--- config.mk ---
export PLATFORM = sky130hd
export DESIGN_NAME = bcd_convert_arbiter
export DESIGN_NICKNAME = d
export VERILOG_FILES = /design/src/rtl/bcd_ctrl_pkg.sv /design/src/rtl/rr_arbiter.sv /design/src/rtl/bcd_convert_arbiter.sv
export SDC_FILE = /design/constraint.sdc
export NUM_CORES = 1
export LEC_CHECK = 0
export ABC_CLOCK_PERIOD_IN_PS = 2800
export CAP_MARGIN = 25
export CORE_MARGIN = 2
export CORE_UTILIZATION = 36
export CTS_CLUSTER_SIZE = 28
export DETAILED_ROUTE_END_ITERATION = 10
export PLACE_DENSITY_LB_ADDON = 0.12
export SYNTH_ARGS = -nofsm -noshare
export SYNTH_HDL_FRONTEND = slang
export SYNTH_HIERARCHICAL = 1
export SYNTH_SLANG_ARGS = --single-unit
export TNS_END_PERCENT = 30
--- constraint.sdc ---
create_clock -name Clk -period 2.8 [get_ports Clk]
set_input_delay 0.28 -clock Clk [delete_from_list [all_inputs] [get_ports Clk]]
set_output_delay 0.28 -clock Clk [all_outputs]
set_load 0.05 [all_outputs]
--- src/rtl/bcd_ctrl_pkg.sv ---
// Shared types and constants for the BCD converter arbiter.
package bcd_ctrl_pkg;

  typedef enum logic [1:0] {
    IDLE    = 2'd0,
    CONVERT = 2'd1,
    CAPTURE = 2'd2,
    RESPOND = 2'd3
  } state_e;

  localparam int DATA_W_DEF     = 36;
  localparam int NUM_DIGITS_DEF = 11;
  localparam int BCD_MAX_NIBBLE = 9;

  // Width of a field that must hold values 0..n-1 (never below one bit).
  function automatic int idw(input int n);
    return (n > 1) ? $clog2(n) : 1;
  endfunction

endpackage

--- src/rtl/rr_arbiter.sv ---
// Combinational round-robin pick: first asserted request at or after ptr.
module rr_arbiter
  import bcd_ctrl_pkg::*;
#(
  parameter int  NUM_REQ = 4,
  localparam int ID_W    = idw(NUM_REQ)
) (
  input  logic [NUM_REQ-1:0] req,
  input  logic [ID_W-1:0]    ptr,
  output logic [NUM_REQ-1:0] gnt,
  output logic [ID_W-1:0]    gnt_idx
);

  logic [ID_W:0]   sum;
  logic [ID_W-1:0] cand;
  logic            found;

  // Walk the ring from ptr; the first hit wins and later hits are masked.
  always_comb begin
    gnt     = '0;
    gnt_idx = '0;
    found   = 1'b0;
    sum     = '0;
    cand    = '0;
    for (int k = 0; k < NUM_REQ; k++) begin
      sum = {1'b0, ptr} + (ID_W+1)'(k);
      if (sum >= (ID_W+1)'(NUM_REQ)) sum = sum - (ID_W+1)'(NUM_REQ);
      cand = sum[ID_W-1:0];
      if (!found && req[cand]) begin
        found     = 1'b1;
        gnt[cand] = 1'b1;
        gnt_idx   = cand;
      end
    end
  end

endmodule

--- src/rtl/bcd_convert_arbiter.sv ---
// Shares one fixed-latency binary-to-BCD converter among NUM_REQ requesters.
module bcd_convert_arbiter
  import bcd_ctrl_pkg::*;
#(
  parameter int  NUM_REQ      = 4,
  parameter int  DATA_W       = DATA_W_DEF,
  parameter int  NUM_DIGITS   = NUM_DIGITS_DEF,
  parameter int  CONV_LATENCY = 40,
  localparam int ID_W         = idw(NUM_REQ),
  localparam int SD_W         = idw(NUM_DIGITS + 1)
) (
  input  logic                             Clk,
  input  logic                             Reset_n,
  input  logic [NUM_REQ-1:0]               req_valid,
  input  logic [NUM_REQ-1:0][DATA_W-1:0]   req_data,
  output logic [NUM_REQ-1:0]               req_ready,
  output logic                             conv_enable,
  output logic [DATA_W-1:0]                conv_data,
  input  logic [NUM_DIGITS-1:0][3:0]       conv_bcd,
  output logic                             rsp_valid,
  input  logic                             rsp_ready,
  output logic [ID_W-1:0]                  rsp_id,
  output logic [NUM_DIGITS-1:0][3:0]       rsp_bcd,
  output logic [SD_W-1:0]                  rsp_sig_digits,
  output logic                             rsp_error
);

  localparam int CNT_W = idw(CONV_LATENCY + 1);

  state_e                 state, state_n;
  logic [ID_W-1:0]        ptr;
  logic [CNT_W-1:0]       cnt;
  logic [NUM_REQ-1:0]     gnt_oh;
  logic [ID_W-1:0]        gnt_idx;
  logic [NUM_DIGITS-1:0]  nib_bad;
  logic [SD_W-1:0]        sig_d;
  logic                   hs;

  rr_arbiter #(.NUM_REQ(NUM_REQ)) u_arb (
    .req     (req_valid),
    .ptr     (ptr),
    .gnt     (gnt_oh),
    .gnt_idx (gnt_idx)
  );

  // Per-digit range check on the converter output.
  for (genvar d = 0; d < NUM_DIGITS; d++) begin : g_dig
    assign nib_bad[d] = (conv_bcd[d] > 4'(BCD_MAX_NIBBLE));
  end

  // Significant digits: one past the highest nonzero nibble, floor of one.
  always_comb begin
    sig_d = SD_W'(1);
    for (int i = 0; i < NUM_DIGITS; i++)
      if (conv_bcd[i] != 4'd0) sig_d = SD_W'(i + 1);
  end

  assign hs = (state == RESPOND) && rsp_ready;

  // State register.
  always_ff @(posedge Clk or negedge Reset_n) begin
    if (!Reset_n) state <= IDLE;
    else          state <= state_n;
  end

  // Next-state: grant -> fixed-latency wait -> capture -> hold until taken.
  always_comb begin
    state_n = state;
    unique case (state)
      IDLE:    if (|req_valid) state_n = CONVERT;
      CONVERT: if (cnt == CNT_W'(CONV_LATENCY - 1)) state_n = CAPTURE;
      CAPTURE: state_n = RESPOND;
      RESPOND: if (rsp_ready) state_n = IDLE;
      default: state_n = IDLE;
    endcase
  end

  // Outputs decoded from state.
  always_comb begin
    rsp_valid = (state == RESPOND);
  end

  // Datapath: grant bookkeeping, latency counter, result capture, pointer.
  always_ff @(posedge Clk or negedge Reset_n) begin
    if (!Reset_n) begin
      req_ready      <= '0;
      conv_enable    <= 1'b0;
      conv_data      <= '0;
      rsp_id         <= '0;
      rsp_bcd        <= '0;
      rsp_sig_digits <= '0;
      rsp_error      <= 1'b0;
      cnt            <= '0;
      ptr            <= '0;
    end else begin
      // Strobes are single-cycle; conv_enable lands in the first CONVERT cycle.
      req_ready   <= '0;
      conv_enable <= 1'b0;
      unique case (state)
        IDLE: begin
          if (|req_valid) begin
            req_ready   <= gnt_oh;
            conv_enable <= 1'b1;
            conv_data   <= req_data[gnt_idx];
            rsp_id      <= gnt_idx;
            cnt         <= '0;
          end
        end
        CONVERT: cnt <= cnt + CNT_W'(1);
        CAPTURE: begin
          rsp_bcd        <= conv_bcd;
          rsp_error      <= |nib_bad;
          rsp_sig_digits <= sig_d;
        end
        RESPOND: begin
          // Served requester drops to lowest priority.
          if (hs) ptr <= (rsp_id == ID_W'(NUM_REQ - 1)) ? '0 : rsp_id + ID_W'(1);
        end
        default: ;
      endcase
    end
  end

endmodule
== Yosys cells after proc, flatten, opt, wreduce, memory -nomap -nowiden ==
Index checks and enable logic that the tools add are counted.
Operators by class
  reductions and logical operators: 29
  mux-type cells: 54
  bitwise logic cells: 3
  add/sub/neg operators: 9
  equality and inequality tests: 8
  $lt $le $gt $ge: 24
Operators with widths (count)
  binary-select mux 36 bit (select 2 bit): 1
  2-to-1 mux 4 bit: 13
  > comparator 4 bit (second input constant): 11
  nonzero test 4 bit: 10
  2-to-1 mux 36 bit: 1
  2-to-1 mux 2 bit: 14
  < comparator 2 x 3 -> 1 bit (second input constant): 5
  2-to-1 mux 1 bit: 13
  bitwise OR 4 bit: 3
  case mux 6 bit (2 select lines): 1
  OR reduction 11 bit: 1
  greater-or-equal comparator 3 bit (second input constant): 3
  binary-select mux 1 bit (select 2 bit): 4
  demux 1 bit (select 2 bit): 4
  greater-or-equal comparator 2 x 1 -> 1 bit (second input constant): 4
  logical AND 1 bit: 8
  case mux 2 bit (4 select lines): 1
  subtractor 2 x 1 -> 2 bit (second input constant): 4
  adder 2 x 2 -> 3 bit (second input constant): 2
  adder 6 x 1 -> 6 bit (second input constant): 1
  equality test 2 bit (second input constant): 3
  equality test 6 bit (second input constant): 1
  2-to-1 mux 6 bit: 1
  AND reduction 2 bit: 3
  other kinds (12): 15
Word-level totals
  word-level logic and storage cells: 147
  register bits after elaboration: 102

== Longest topological paths before layout ==
Gate-level depths: netlist (run 1).
  depth in word-level cells: 16
  mapped depth: 13
  gate-level depth less buffers: 9

== Cells and area by module ==
The synthesis (run 1) kept the hierarchy.
By module, submodules not included
  bcd_convert_arbiter: cells each 418, instances 1, area an instance 5069.9 um^2
  rr_arbiter: cells each 65, instances 1, area an instance 489.2 um^2

== Least setup slack after synthesis (run 1) ==
Ideal clock, no wire load.
  kind: reg2reg
  start point: register ptr[0]
  end point: register conv_data[10]
  library setup time: 0.118 ns
  cell stages (with the launch flop): 13
  required time: 2.682 ns
  setup slack: -0.279 ns
  data arrival time: 2.961 ns
  cell sequence: dfrtp_1 > buf_6 > buf_2 > inv_1 > ha_1 > o21ai_0 > o31ai_1 > o31a_1 > buf_2 > buf_4 > mux4_2 > nand2_1 > nand2_1
Between the ends
  word-level cells in the longest chain between the ends: 16
  elaborated cells between the ends (all ways): 38
  those cells by class: add/sub: 7; order compare: 4; mux: 21; reduce/logical: 6
Ends and longest elaborated chain
  start: declaration: line bcd_convert_arbiter.sv:31  | logic [ID_W-1:0] ptr;
  start signal: assignment: line bcd_convert_arbiter.sv:117  | if (hs) ptr <= (rsp_id == ID_W'(NUM_REQ - 1)) ? '0 : rsp_id + ID_W'(1);
  branches (longest 13 deep; another with adder 2 x 1 -> 3 bit)
  2-to-1 mux 2 bit *: line rr_arbiter.sv:29  | if (!found && req[cand]) begin
  via gnt_idx[0]: line bcd_convert_arbiter.sv:34  | logic [ID_W-1:0] gnt_idx;
  binary-select mux 36 bit (select 2 bit) *: line bcd_convert_arbiter.sv:104  | conv_data <= req_data[gnt_idx];
  2-to-1 mux 36 bit (implied by the code) *: line bcd_convert_arbiter.sv:104
  end signal: assignment: line bcd_convert_arbiter.sv:104
  end: declaration: line bcd_convert_arbiter.sv:18  | output logic [DATA_W-1:0] conv_data,
Mark *: on every way through the listed nets, which the timed path passes. The select of a mux whose other input is x is not followed.
A chain may end at the register's enable or synchronous reset.

== Worst setup path in the final report (run 1) ==
  start point: register ptr[0]
  end point: register conv_data[24]
Same word-level chain as after synthesis.

==> results of run 1 <==
-- per-layer routing --
layer	vias up	wire length, µm	track usage [%]
met2	223	8760	36.6
met5	-	0	0
met1	2400	6880	25.2
li1	2317	-	-
met4	0	394	7.43
met3	22	1220	4.47
-- final timing paths --
path | start | to | cells past startpoint
hold / removal | conv_data[16] | conv_data[16] | 2
setup reg to reg | ptr[0] | conv_data[24] | 10
hold reg to reg | conv_data[16] | conv_data[16] | 2
min in group asynchronous | Reset_n | rsp_bcd[28] | 2
setup / recovery | ptr[0] | conv_data[24] | 10
max in group asynchronous | Reset_n | ptr[0] | 3
-- cells in the final DEF, fill, tap and decap left out, types with 2 or more instances in the layout --
| cell type | instances |
|---|---|
| dfrtp_1 | 101 |
| buf_12 | 3 |
| a221o_2 | 4 |
| a32o_1 | 2 |
| clkinv_2 | 2 |
| o21ai_0 | 22 |
| nor2_1 | 16 |
| nor4_1 | 5 |
| nand3_1 | 4 |
| mux2i_1 | 3 |
| a21oi_1 | 3 |
| inv_6 | 2 |
| ha_1 | 9 |
| clkbuf_16 | 10 |
| inv_1 | 7 |
| nor3b_1 | 2 |
| or4_1 | 4 |
| and2_1 | 4 |
| o21ai_1 | 2 |
| a211oi_1 | 4 |
| mux4_2 | 39 |
| nand2_1 | 132 |
| clkdlybuf4s50_1 | 286 |
| and3b_1 | 2 |
| nand4_1 | 4 |
| nor4_2 | 2 |
| nand2b_1 | 3 |
| buf_4 | 18 |
| xnor2_1 | 4 |
| mux2_2 | 46 |
-- cell families (layout without fill, tap and decap cells) --
kind of cell,Yosys count,in the layout,share of synthesized area (%)
AND/OR/NAND/NOR,190,190,15.7
adder cells (fa/ha/maj),11,11,2.48
XOR/XNOR,4,4,0.630
AO/OA/AOI/OAI,50,50,6.05
buffers and inverters,38,335,3.58
flip-flops,102,102,45.9
multiplexers,88,88,25.7
-- area by class of cell --
class / count / area, µm²
multi-input combinational: 343 / 2850
timing repair buffer: 311 / 3120
sequential: 102 / 2550
clock inverter: 6 / 43.8
inverter: 8 / 30.0
fill: 1244 / 6070
tap: 188 / 235
clock buffer: 10 / 239
-- stage by stage --
stage | instance area, µm² | power (mW) | hold slack (ns) | instances | utilization, %
floorplan | 5610 | 5.13 | -0.0156 | 483 | -
global placement | 8720 | 6.47 | 0.335 | 948 | 57.6
detailed placement | 8720 | 6.55 | 0.343 | 948 | 57.6
CTS | 9010 | 7.78 | 0.480 | 965 | 59.5
global route | 9070 | 8.22 | 0.506 | 968 | 59.9
finish | 9070 | 7.76 | 0.477 | 968 | 59.9
-- critical path, delay by kind of cell, from the launching register on --
kind,cells,cell delay [ns]
buf+inv,3,0.57
mux,1,0.50
compound gates,3,0.72
simple gates,3,0.33
flops,1,0.42
-- where the power goes --
part / total (mW) / leakage, nW / internal (mW) / switching, mW
Combinational: 4.47 / 2.36 / 1.92 / 2.56
Clock: 1.20 / 0.139 / 0.632 / 0.565
Sequential: 2.08 / 1.24 / 1.87 / 0.210
Total: 7.76 / 3.75 / 4.43 / 3.33
-- what timing repair did --
action                                 4_1_cts  5_1_grt
setup endpoints to repair                    0       36
gates resized for setup                      0        8
endpoints found under the hold margin       49        0
hold buffers                                 1        0
setup buffers                                0        2
-- sequential cells by signal, summed over array words and instances, names as in the netlist --
register	cells
ptr	2
cnt	6
state	2
rsp_id	2
rsp_error	1
rsp_sig_digits	4
req_ready	4
rsp_bcd	44
conv_enable	1
conv_data	36
==> impl_metrics.yaml, run 1 <==
clock_network:
  clockBufferDepth: 2
  clk_latency_ns: 0.35
  clk_pin_slew_ns: 0.07
  cts_made_buffers: 9
  htree_levels: 3
  cts_tree: "yes"
  clock_sinks: 102
  cts-root-buf: "clkbuf_16"
floorplanning:
  rows: 45
  io_pins: 288
  coreArea_um2: 15100
  die_y_um: 128
  dieArea_um2: 16500
  start_util_pct: 36.7
  die_w_um: 128
cells_and_area:
  syn_to_final_growth_pct: 63.2
  drive_gt1_share_pct: 18.8
  num_antenna_cells: 0
  nets: 981
synthesis:
  yosysMostFrequentCell: "nand2_1"
  synthDistinctLibCells: 50
  synth_edf_count: 0
  netlist_instances: 483
  synthTopCellsByArea: "dfrtp_1 (46%), mux4_2 (16%), mux2_2 (9.3%)"
  synthArstFlopShare_pct: 100
  ys_top_cells_by_count: "nand2_1 (132), dfrtp_1 (102), mux2_2 (46), mux4_2 (39), o21ai_0 (24)"
  synth-seq-area-share_pct: 45.9
  yosysTopAreaCell: "dfrtp_1"
  synth_top_area_share_pct: 45.9
  ys.flop_type: "dfrtp_1"
  syn-num-nets: 689
  synth.cell_area_um2: 5560
  ys_ff_latch: 102
  syn-mean-instance-area_um2: 11.5
  yosys_warnings: 6
job:
  drv_cap: 0
setup_path:
  cp-start-kind: "flop"
  cp.arrival_ns: 2.89
  cpPeakStageDelay_ns: 0.50
  worstSetupPathType: "flop to flop"
  worstPathRequired_ns: 3.04
  end_kind: "flop"
  critPathMaxFanout: 11
  crit_slowest_cell: "mux4_2"
  ff2ff_setup_slack_ns: 0.15
  crit_chain: "buf_4, buf_4, nor3b_2, o21ai_1, o31ai_2, o31a_2, clkbuf_16, mux4_2, nand2_1, nand2_1"
place:
  hpwlAfterDp_um: 13600
  gp_congestion: 0.858
  io_buffers: 287
  dp_slack_ns: -0.0312
timing:
  timing.final.ws_setup_ns: 0.153
  finalSetupViolCount: 0
  final.setup.tns_ns: 0
  post-route-period-util_pct: 94.5
  finClkSkew_ns: 0.00490
  tightest_slew_ns: 0.754
  fin_crit_ns: 2.65
  slew_violations: 0
  max_freq_mhz: 378
  slew-limit-headroom_pct: 49.7
  rsz0062_at_grt: "false"
  final_hold_viol_count: 0
hold_path:
  hp-class: "flop to flop"
global_route:
  grt_antenna_before_repair: 0
  grt_max_degree: 54
  grt_remaining_overflow: 0
  grt_first_pass_wirelength_um: 26400
  gr-usage-all-layers_pct: 20.8
  grt_pass1_vias: 5164
route:
  routed_wl_um: 17300
  drc: 0
  routedWlPerCell_um: 17.8
  ant_nets: 0
  num_vias: 4962
  vias_per_cell: 5.13
  drt_iter0_drc: 251
  drt_first_pass_iters: 4
power_and_ir_drop:
  power_density_nw_per_um2: 855
  vdd_drop_max_mv: 0.409
  p_leak_nw: 3.75
status:
  outcome: "completed"
No activity file was read; power rests on OpenSTA's default activity.
==> run 2: changes to the inputs <==
Settings changed: CORE_UTILIZATION 36 to 37, CTS_BUF_LIST set to sky130_fd_sc_hd__clkbuf_2 sky130_fd_sc_hd__clkbuf_4 sky130_fd_sc_hd__clkbuf_8, PLACE_DENSITY set to 0.75, PLACE_DENSITY_LB_ADDON 0.12 to not set.
==> run 2 against run 1 <==
  * Non-clock buffer count down 6
  * Sequential power about the same
  * Largest cell class unchanged
  * Flip-flop and latch count unchanged
  * Clock power down 27%
  * Clock skew up 0.0060 ns
  * Die area down 2.6%
==> impl_metrics.yaml, run 2 (synthesis results as in run 1) <==
status:
  outcome: "completed"
cells_and_area:
  final_common_cell: "clkdlybuf4s50_1"
  finalNonFillerCells: 960
  stdcell_area_um2: 8930
  top_register: "rsp_bcd"
  nets: 975
  drive_gt1_share_pct: 17.8
  reg_top3: "rsp_bcd: 44 flops, conv_data: 36 flops, cnt: 6 flops"
  syn_to_final_growth_pct: 60.7
  layout_common_cells: "clkdlybuf4s50_1 (286), nand2_1 (132), dfrtp_1 (102), mux2_2 (46), mux4_2 (39)"
  largest_reg_flops: 44
setup_path:
  critPathMaxFanout: 17
  cp-start-kind: "flop"
  worstSetupPathType: "flop to flop"
  cp.arrival_ns: 2.86
  cp_num_buf_inv: 2
  cpMostUsedCell: "nand2_1"
  crit_slowest_cell: "mux4_2"
  worstPathRequired_ns: 3.04
  crit_chain: "inv_1, ha_4, nor3_1, o21ai_0, o31ai_2, o31a_2, buf_12, mux4_2, nand2_1, nand2_1"
  end_kind: "flop"
  crit_family: "compound AO/OA/AOI/OAI gates"
  cpPeakStageDelay_ns: 0.53
global_route:
  grt_remaining_overflow: 0
  grt_max_degree: 66
  gr-usage-all-layers_pct: 20.8
  grt_first_pass_wirelength_um: 26400
  grt_antenna_before_repair: 2
  grt_pass1_vias: 5113
power_and_ir_drop:
  clock_power_share_pct: 11.9
  power_mw: 7.39
  power_density_nw_per_um2: 828
  intPower_mw: 4.14
  swShare_pct: 44.0
  vdd_drop_max_mv: 0.400
  power_frac_comb_pct: 59.9
  p_leak_nw: 3.67
  seqPwrFrac_pct: 28.2
  p_sw_mw: 3.25
clock_network:
  clockBufferDepth: 2
  clk_pin_slew_ns: 0.10
  cts-root-buf: "clkbuf_8"
  clock_sinks: 102
  postCtsSetupBuffers: 0
  htree_levels: 3
  clk_latency_ns: 0.36
  cts_made_buffers: 9
  cts_resized: 0
  cts_tree: "yes"
hold_path:
  hp-class: "input port to async pin"
route:
  routedWlPerCell_um: 17.7
  vias_per_cell: 5.18
  num_vias: 4968
  drt_iter0_drc: 220
  routed_wl_um: 17000
  drc: 0
  ant_nets: 0
  drt_first_pass_iters: 4
timing:
  finalSetupViolCount: 0
  max_freq_mhz: 382
  fin_crit_ns: 2.62
  final_hold_viol_count: 0
  finClkSkew_ns: 0.0109
  slew-limit-headroom_pct: 53.5
  tightest_slew_ns: 0.697
  rsz0062_at_grt: "false"
  post-route-period-util_pct: 93.4
  slew_violations: 0
place:
  dpl.cell_count: 941
  io_buffers: 287
  hpwlAfterDp_um: 13800
  gp_congestion: 0.911
  placed_area_um2: 8730
floorplanning:
  dieArea_um2: 16000
  io_pins: 288
  die_w_um: 127
  die_y_um: 127
  rows: 44
  coreArea_um2: 14600
  start_util_pct: 38.1
job:
  drv_cap: 0
run 2: cell types whose count changed in the layout (fill, tap and decap cells not counted), sizes merged:
| cell | before | now |
|---|---|---|
| diode | 0 | 2 |
| buf | 23 | 18 |
| clkinvlp | 1 | 2 |
| clkinv | 3 | 1 |
run 2: metal layers:
| layer | global-route usage, % | wire length [µm] |
|---|---|---|
| met1 | 24.5 | 6670 |
| met2 | 36.2 | 8290 |
| met3 | 5.57 | 1510 |
| met4 | 7.82 | 529 |
| met5 | 0 | 13 |
run 2: area by class of cell:
type,instances,area [µm²]
fillers,1171,5660
repair buffers,305,3080
multi-input cells,343,2840
flip-flops and latches,102,2550
well taps,184,230
clock buffers,11,145
clock inverters,5,41.3
inverters,8,30.0
diodes,2,5.00
run 2: repair_timing:
item,CTS,global route
hold endpoints to repair,37,0
setup endpoints to repair,0,0
hold buffers,1,0
run 2: final timing paths:
path | slack (ns) | endpoint | from | cells after the start
setup / recovery | 0.18 | conv_data[22] | ptr[0] | 10
hold / removal | 0.42 | rsp_bcd[26] | Reset_n | 2
setup reg to reg | 0.18 | conv_data[22] | ptr[0] | 10
hold reg to reg | 0.48 | conv_data[13] | conv_data[13] | 2
max in group asynchronous | 1.62 | rsp_sig_digits[0] | Reset_n | 3
min in group Clk | 0.48 | conv_data[13] | conv_data[13] | 2
run 2: through the flow:
step / hold WS, ns / utilization [%] / worst slack [ns] / TNS (ns)
2_1_floorplan: -0.0156 / - / 0.00107 / 0
3_3_place_gp: 0.282 / 59.8 / 0.142 / 0
3_5_place_dp: 0.286 / 59.8 / -0.0214 / -0.0419
4_1_cts: 0.420 / 61.2 / 0.207 / 0
5_1_grt: 0.446 / 61.2 / 0.0207 / 0
6_report: 0.419 / 61.2 / 0.184 / 0
run 2: power by group through the flow:
stage	sequential, mW	combinational (mW)	clock, mW
final	2.08	4.43	0.879
after global routing	2.13	4.72	0.970
after CTS	2.09	4.46	0.916
after detailed placement	2.11	4.46	0
after global placement	2.09	4.38	0
after floorplan	3.25	1.88	0
==> run 3: changes to the inputs <==
Settings changed: CORE_ASPECT_RATIO set to 0.6.
==> run 3 against run 2 <==
  * Die area increased by 0.20%
  * Clock-buffer cell count decreased by 2
  * Flip-flop and latch count unchanged
  * Clock skew increased by 0.0030 ns
  * Largest power group unchanged
==> impl_metrics.yaml, run 3 (synthesis results as in run 1) <==
setup_path:
  cp-start-kind: "flop"
  crit_slowest_cell: "mux4_2"
  crit_chain: "inv_1, ha_4, nor3_1, o21ai_0, o31ai_2, o31a_2, buf_4, mux4_2, nand2_1, nand2_1"
  critPathMaxFanout: 10
  cp_num_buf_inv: 2
  end_kind: "flop"
  crit_family: "multiplexers"
  cp.depth: 10
  worstPathRequired_ns: 3.05
  cpPeakStageDelay_ns: 0.53
  cp.arrival_ns: 2.84
  cpMostUsedCell: "nand2_1"
  ff2ff_setup_slack_ns: 0.21
  reg2reg_depth: 10
  worstSetupPathType: "flop to flop"
floorplanning:
  start_util_pct: 38.1
  die_w_um: 162
  dieArea_um2: 16100
  coreArea_um2: 14600
  rows: 34
  io_pins: 288
  die_y_um: 98.9
clock_network:
  cts-root-buf: "clkbuf_8"
  postCtsSetupBuffers: 0
  clk_latency_ns: 0.36
  cts_tree: "yes"
  clk_pin_slew_ns: 0.11
  clockBufferDepth: 2
  clock_sinks: 102
  cts_resized: 0
  cts_hold_buf: 1
  htree_levels: 3
  cts_made_buffers: 9
route:
  drt_first_pass_iters: 4
  vias_per_cell: 5.11
  routed_wl_um: 17600
  drc: 0
  num_vias: 4973
  routedWlPerCell_um: 18.1
  ant_nets: 0
  drt_iter0_drc: 228
power_and_ir_drop:
  power_density_nw_per_um2: 830
  swShare_pct: 44.8
  intPower_mw: 4.10
  clock_power_share_pct: 11.9
  p_sw_mw: 3.32
  power_frac_comb_pct: 59.9
  vdd_drop_max_mv: 0.429
  seqPwrFrac_pct: 28.2
  p_leak_nw: 3.67
status:
  outcome: "completed"
timing:
  finClkSkew_ns: 0.0140
  max_freq_mhz: 386
  post-route-period-util_pct: 92.5
  finalSetupViolCount: 0
  slew-limit-headroom_pct: 50.4
  timing.final.ws_setup_ns: 0.211
  rsz0062_at_grt: "false"
  final_hold_viol_count: 0
  fin_crit_ns: 2.59
  slew_violations: 0
  final.setup.tns_ns: 0
  hold_slack_ns: 0.478
  tightest_slew_ns: 0.743
cells_and_area:
  largest_reg_flops: 44
  fillers: 1167
  utilization_pct: 61.2
  syn_to_final_growth_pct: 60.7
  num_antenna_cells: 0
  reg_top3: "rsp_bcd: 44 flops, conv_data: 36 flops, cnt: 6 flops"
  layout_common_cells: "clkdlybuf4s50_1 (286), nand2_1 (132), dfrtp_1 (102), mux2_2 (46), mux4_2 (39)"
  final_common_cell: "clkdlybuf4s50_1"
  nets: 978
  drive_gt1_share_pct: 18.0
  top_register: "rsp_bcd"
  finalNonFillerCells: 974
global_route:
  grt_remaining_overflow: 0
  grt_util_met1_pct: 26.9
  grtUsageMet2_pct: 37.7
  grt_busiest_layer: "met2"
  grt_use_met3_pct: 7.03
  grt_antenna_before_repair: 0
  gr-usage-all-layers_pct: 22.0
  grt_first_pass_wirelength_um: 27600
  grt_pass1_vias: 5314
  grt_max_degree: 53
place:
  gp_congestion: 0.913
  dp_slack_ns: 0.0525
  dpl.cell_count: 958
  io_buffers: 287
  hpwlAfterDp_um: 13800
job:
  drv_cap: 0
hold_path:
  hp-class: "input port to async pin"
## run 3: cell type report
| cell class | count | area, µm² | share of cell area [%] |
|---|---|---|---|
| Clock inverter | 6 | 55.1 | 0.616 |
| Clock buffer | 9 | 124 | 1.39 |
| Multi-Input combinational cell | 343 | 2840 | 31.8 |
| Sequential cell | 102 | 2550 | 28.6 |
| Inverter | 8 | 30.0 | 0.336 |
| Tap cell | 198 | 248 | 2.77 |
| Timing Repair Buffer | 308 | 3080 | 34.5 |
## run 3: worst register-to-register path, delay by kind of cell (launching register included)
family                   cells  cell delay, ns
flip-flops                   1            0.39
AND/OR/NAND/NOR              3            0.40
adder cells (fa/ha/maj)      1            0.26
AO/OA/AOI/OAI                3            0.50
buffers and inverters        2            0.41
multiplexers                 1            0.53
## run 3: layer usage
metal  vias up  wire [µm]
met2       217       8670
met1      2421       7060
met4         0        330
li1       2306          -
met5         -          0
met3        29       1550
## run 3: final timing paths
kind	start	end
worst max register to register	ptr[0]	conv_data[22]
worst min register to register	conv_data[21]	conv_data[21]
worst min-delay path	Reset_n	rsp_bcd[34]
worst max-delay path	ptr[0]	conv_data[22]
min in group Clk	conv_data[21]	conv_data[21]
max in group asynchronous	Reset_n	conv_data[23]
## run 3: metrics by stage
stage	instance area (µm²)	power, mW
floorplan	5610	5.13
finish	8930	7.42
CTS	8930	7.51
global route	8930	7.86
global placement	8740	6.47
detailed placement	8740	6.60
## run 3: power by group through the flow
stage | logic, mW | clock network, mW | registers, mW
floorplan | 1.88 | 0 | 3.25
global placement | 4.38 | 0 | 2.09
detailed placement | 4.49 | 0 | 2.11
CTS | 4.50 | 0.920 | 2.09
global route | 4.75 | 0.972 | 2.13
finish | 4.44 | 0.882 | 2.09
